`src/rtl/mips_mmio_pkg.sv`:
```
// Shared address map and STATUS layout for the core's data-port responder.
package mips_mmio_pkg;

    localparam logic [31:0] ADDR_TXDATA = 32'hFFFF_0000;
    localparam logic [31:0] ADDR_STATUS = 32'hFFFF_0004;
    localparam logic [31:0] ADDR_TIMER  = 32'hFFFF_0008;

    localparam int ST_EMPTY     = 0;
    localparam int ST_FULL      = 1;
    localparam int ST_OVF       = 2;
    localparam int ST_COUNT_LSB = 8;

    // Byte offset within the word is irrelevant to every register in the map.
    function automatic logic [31:0] word_addr(input logic [31:0] a);
        return a & ~32'h0000_0003;
    endfunction

endpackage

```
`src/rtl/byte_fifo.sv`:
```
// Byte-wide FIFO with async active-low reset; head byte reads as 0 when empty.
module byte_fifo #(
    parameter  int DEPTH = 8,
    localparam int AW    = $clog2(DEPTH),
    localparam int CW    = AW + 1
) (
    input  logic          clk,
    input  logic          reset,
    input  logic          push,
    input  logic [7:0]    din,
    input  logic          pop,
    output logic [7:0]    dout,
    output logic          empty,
    output logic          full,
    output logic [CW-1:0] count
);

    logic [7:0]    r_mem [DEPTH];
    logic [AW-1:0] r_wptr;
    logic [AW-1:0] r_rptr;
    logic [CW-1:0] r_count;
    logic          w_do_pop;
    logic          w_do_push;

    assign empty = (r_count == '0);
    assign full  = (r_count == CW'(DEPTH));
    assign count = r_count;
    assign dout  = empty ? 8'h00 : r_mem[r_rptr];

    // A full FIFO still takes a push when the head leaves in the same cycle.
    assign w_do_pop  = pop && !empty;
    assign w_do_push = push && (!full || w_do_pop);

    always_ff @(posedge clk) begin
        if (w_do_push) begin
            r_mem[r_wptr] <= din;
        end
    end

    always_ff @(posedge clk or negedge reset) begin
        if (!reset) begin
            r_wptr  <= '0;
            r_rptr  <= '0;
            r_count <= '0;
        end else begin
            if (w_do_push) begin
                r_wptr <= r_wptr + 1'b1;
            end
            if (w_do_pop) begin
                r_rptr <= r_rptr + 1'b1;
            end
            if (w_do_push && !w_do_pop) begin
                r_count <= r_count + 1'b1;
            end else if (!w_do_push && w_do_pop) begin
                r_count <= r_count - 1'b1;
            end
        end
    end

endmodule

```
`src/rtl/mips_data_responder.sv`:
```
// Data-port responder: word RAM, transmit byte FIFO, cycle timer and
// a combinational readdata mux back to the single-cycle core.
module mips_data_responder
    import mips_mmio_pkg::*;
#(
    parameter int RAM_AW     = 6,
    parameter int FIFO_DEPTH = 8
) (
    input  logic        clk,
    input  logic        reset,
    input  logic        memwrite,
    input  logic [31:0] aluout,
    input  logic [31:0] writedata,
    output logic [31:0] readdata,
    output logic [7:0]  out_data,
    output logic        out_valid,
    input  logic        out_ready
);

    localparam int CW = $clog2(FIFO_DEPTH) + 1;

    logic [31:0]       r_ram [2**RAM_AW];
    logic [31:0]       r_timer;
    logic              r_ovf;

    logic [31:0]       w_word;
    logic              w_is_ram;
    logic              w_is_tx;
    logic              w_is_status;
    logic              w_is_timer;
    logic [RAM_AW-1:0] w_ram_idx;
    logic              w_tx_push;
    logic              w_pop;
    logic              w_empty;
    logic              w_full;
    logic [CW-1:0]     w_count;
    logic [7:0]        w_head;
    logic [31:0]       w_status;

    assign w_word      = word_addr(aluout);
    assign w_is_ram    = !aluout[31];
    assign w_is_tx     = (w_word == ADDR_TXDATA);
    assign w_is_status = (w_word == ADDR_STATUS);
    assign w_is_timer  = (w_word == ADDR_TIMER);
    assign w_ram_idx   = aluout[RAM_AW+1:2];

    assign w_tx_push = memwrite && w_is_tx;
    assign w_pop     = out_valid && out_ready;

    byte_fifo #(
        .DEPTH (FIFO_DEPTH)
    ) u_fifo (
        .clk   (clk),
        .reset (reset),
        .push  (w_tx_push),
        .din   (writedata[7:0]),
        .pop   (w_pop),
        .dout  (w_head),
        .empty (w_empty),
        .full  (w_full),
        .count (w_count)
    );

    assign out_valid = !w_empty;
    assign out_data  = w_head;

    // RAM has no reset so software-visible contents survive a reset pulse.
    always_ff @(posedge clk) begin
        if (memwrite && w_is_ram) begin
            r_ram[w_ram_idx] <= writedata;
        end
    end

    always_ff @(posedge clk or negedge reset) begin
        if (!reset) begin
            r_timer <= '0;
            r_ovf   <= 1'b0;
        end else begin
            if (memwrite && w_is_timer) begin
                r_timer <= writedata;
            end else begin
                r_timer <= r_timer + 32'd1;
            end
            if (w_tx_push && w_full && !w_pop) begin
                r_ovf <= 1'b1;
            end else if (memwrite && w_is_status && writedata[ST_OVF]) begin
                r_ovf <= 1'b0;
            end
        end
    end

    always_comb begin
        w_status                       = '0;
        w_status[ST_EMPTY]             = w_empty;
        w_status[ST_FULL]              = w_full;
        w_status[ST_OVF]               = r_ovf;
        w_status[ST_COUNT_LSB +: 8]    = 8'(w_count);
    end

    always_comb begin
        readdata = '0;
        if (w_is_ram) begin
            readdata = r_ram[w_ram_idx];
        end else if (w_is_status) begin
            readdata = w_status;
        end else if (w_is_timer) begin
            readdata = r_timer;
        end
    end

endmodule

```
`config.mk`:
```
export PLATFORM = sky130hd
export DESIGN_NAME = mips_data_responder
export DESIGN_NICKNAME = d
export VERILOG_FILES = /design/src/rtl/mips_mmio_pkg.sv /design/src/rtl/byte_fifo.sv /design/src/rtl/mips_data_responder.sv
export SDC_FILE = /design/constraint.sdc
export NUM_CORES = 2
export LEC_CHECK = 0
export ABC_AREA = 1
export ABC_CLOCK_PERIOD_IN_PS = 2300
export BUFFER_PORTS_ARGS = -buffer_cell sky130_fd_sc_hd__buf_2
export CORE_MARGIN = 5
export CORE_UTILIZATION = 57
export DETAILED_ROUTE_END_ITERATION = 8
export PLACE_DENSITY = 0.75
export SYNTH_ARGS = -nofsm -noshare
export SYNTH_HDL_FRONTEND = slang
export SYNTH_SLANG_ARGS = --single-unit
```
`constraint.sdc`:
```
create_clock -name clk -period 2.3 [get_ports clk]
set_input_delay 0 -clock clk [delete_from_list [all_inputs] [get_ports clk]]
set_output_delay 0 -clock clk [all_outputs]
set_load 0.01 [all_outputs]
```
==> metrics <==
run status finished with violations; failing checks setup timing; hold path depth 2; Inst Count DP 10.9k; port bufs 106; number of DRC markers in iteration 0 9233; Final Skew 0.0376 ns; Slew HR 0.382; min Tclk post-route 2.61 ns; Seq pwr share 0.508; drt wl/cell 23.7 um; synthesized area per cell 10.8 sq um; global-route wire length before repair 390 mm; CTS tree yes; cell family with most CP delay simple AND/OR/NAND/NOR gates; RSZ-0062 raised after global routing true; area of the multi-input gates 0.0239 sq mm; Cell Area, Synth 0.0919 sq mm; RR Startpoint u_fifo.count[1]$_DFFE_PN0P_; vias per inst 5.71; Core Rows 147; Worst-Skew Late Latency 0.88 ns; slowest CP cell edfxtp_1; worst stage delay on the critical path 0.37 ns; clock share of power 0.392; final period utilization 1.13; Pleak 45.1 nW; largest net degree at the start of global routing 91; sequential cell area 0.0645 sq mm; die area 0.169 sq mm; GRT Resource Usage Total 0.312; Die W 412 um; clock buffer depth 3; most instantiated cells after synthesis nand2_1, edfxtp_1, inv_1; NetSw 20.6 mW; max cap viols 0; Critical Path AT 2.61 ns; endpoints failing setup 42; fraction of layout cells with a size suffix above 1 0.194; R2R cell count 14; grt total ovfl 0; IO Count 109; Starting Density 0.573; Top Metal Used met5; P&R area growth vs syn 20.6%; crit path max fanout 1; critical setup path kind reg2out; vias in the first global route 63.1k; RD Place Congestion 0.975; Synth Instances 8501; DP Wirelength 163 mm; DRC viols 0; Routed WL 269 mm; most frequent cell after synthesis nand2_1; Die H 412 um; DR pass1 iterations 9; Routed met3 length 32.2 mm; switching share of power 0.240; dominant cell type by area after synthesis edfxtp_1; pwr dens 771 mW/mm^2; M1 WL 96.6 mm; flip-flop and latch count after synthesis 2155; Max VDD drop 0.852 mV; CP endpoint kind primary output; top cell type's share of synthesized area 0.690; combinational share of power 0.100; crit-path most repeated cell nand2_2; async set or reset register ratio after synthesis 0.0200; Critical Path Stages 12; ys flop type edfxtp_1; routed wl met2 125 mm; critical-path cell list or2_4 -> nand3_2 -> nand2_2 -> o21ai_4 -> buf_6 -> nand2_2 -> nor2_2 -> buf_6 -> nand3_4 -> nand2_2 -> inv_1 -> buf_2; Core ar. 0.160 sq mm; fillers 10.5k; Pins Over Slew Limit 0; Vias 65.0k; worst hold start writedata[15]; CP bufs+invs 4; CTS Buf Count 207; root buf cell clkbuf_16; antenna-violating nets left 0; nets 9125; Distinct cells, synth 40; setup ws final -0.306 ns; Worst Setup SP r_ram[18][9]$_DFFE_PP_; initial antenna violation count 9; Layout Cells excl Fill 11.4k; Hold Crit Class in2reg; FMAX 0.384 GHz; clock slew seen by the registers of the worst setup and hold paths 0.06 ns; Hold Fails Final Rpt 0; startpoint type of the worst setup path register; syn nets 8576; top post-synthesis cells by area edfxtp_1, nand2_1, inv_1; WP data required 2.30 ns; Worst Tran Pin Value 0.926 ns; CTS H-tree lvls 4; Warnings, synthesis 0; Sink Count 2155; hold slack 0.115 ns; internal power 65.0 mW; sequential element share of the synthesized area 0.701; EDFF count, synth 2112
-- per-layer routing --
| layer | vias up | track usage |
|---|---|---|
| met4 | 2 | 0.164 |
| met1 | 31300 | 0.409 |
| met2 | 4079 | 0.491 |
| li1 | 28900 | - |
| met3 | 754 | 0.0716 |
| met5 | - | 0 |
-- cell families after synthesis --
group,count (synthesis),share of synthesized area
compound gates,545,0.0342
simple gates,4022,0.184
buf+inv,1740,0.0759
fa+ha+maj,7,0.00103
flops,2155,0.701
xor+xnor,32,0.00305
-- registers in the layout, indices dropped and copies added (netlist names) --
name / flops
r_ovf: 1
r_timer: 32
r_ram: 2048
u_fifo.count: 4
u_fifo.r_mem: 64
u_fifo.r_wptr: 3
u_fifo.r_rptr: 3
-- power by group through the flow --
stage | clock network [mW] | logic [mW] | registers (mW)
after floorplan | 0 | 3.12 | 44.2
after detailed placement | 0 | 6.52 | 44.3
final | 33.5 | 8.56 | 43.5
after global routing | 35.3 | 9.01 | 43.4
after CTS | 33.7 | 7.76 | 43.4
after global placement | 0 | 6.38 | 44.3
-- cell type report --
class / count / area share
antenna: 5 / 0.000113
clock buffer: 264 / 0.0490
clock inverter: 116 / 0.0109
inverter: 1348 / 0.0458
multi-input combinational: 4606 / 0.215
sequential: 2155 / 0.582
tap: 2160 / 0.0244
timing repair buffer: 732 / 0.0727
-- path summary, 6_finish.rpt --
check / slack [ns] / endpoint
max: -0.31 / readdata[9]
min reg2reg: 0.56 / r_timer[0]$_DFF_PN0_
min: 0.12 / r_ram[16][15]$_DFFE_PP_
max reg2reg: 0.10 / u_fifo.count[3]$_DFFE_PN0P_
max in group asynchronous: 1.73 / r_timer[19]$_DFF_PN0_
min in group asynchronous: 0.19 / u_fifo.count[2]$_DFFE_PN0P_
-- per-stage QoR --
stage | setup slack (ns) | cell area (sq um) | power (mW) | TNS [ns] | utilization
4_1_cts | -0.437 | 110000 | 84.9 | -9.52 | 0.684
2_1_floorplan | -0.407 | 92100 | 47.3 | -463.87 | -
6_report | -0.306 | 111000 | 85.5 | -8.40 | 0.691
3_5_place_dp | -0.446 | 100000 | 50.8 | -29.91 | 0.626
3_3_place_gp | -0.428 | 100000 | 50.7 | -21.10 | 0.626
5_1_grt | -0.381 | 111000 | 87.8 | -11.50 | 0.691
-- cell usage in the layout (no fill, tap or decap), drive strengths merged, types with 140 or more instances in the layout --
master,Yosys,final
clkbuf,103,265
buf,289,681
o211ai,140,140
inv,1347,1355
nand3,683,683
o21ai,384,384
nor2,734,734
or2,258,258
edfxtp,2112,2112
nand2,2236,2236
-- what timing repair did --
item,in CTS,in global routing
setup buffers,12,7
pin swaps,202,236
cloned,2,1
setup endpoints to repair,41,52
gates resized for setup,607,335
endpoints found under the hold margin,2041,0
hold buffers,51,0
Note: power is estimated with default switching activity, not from simulation.
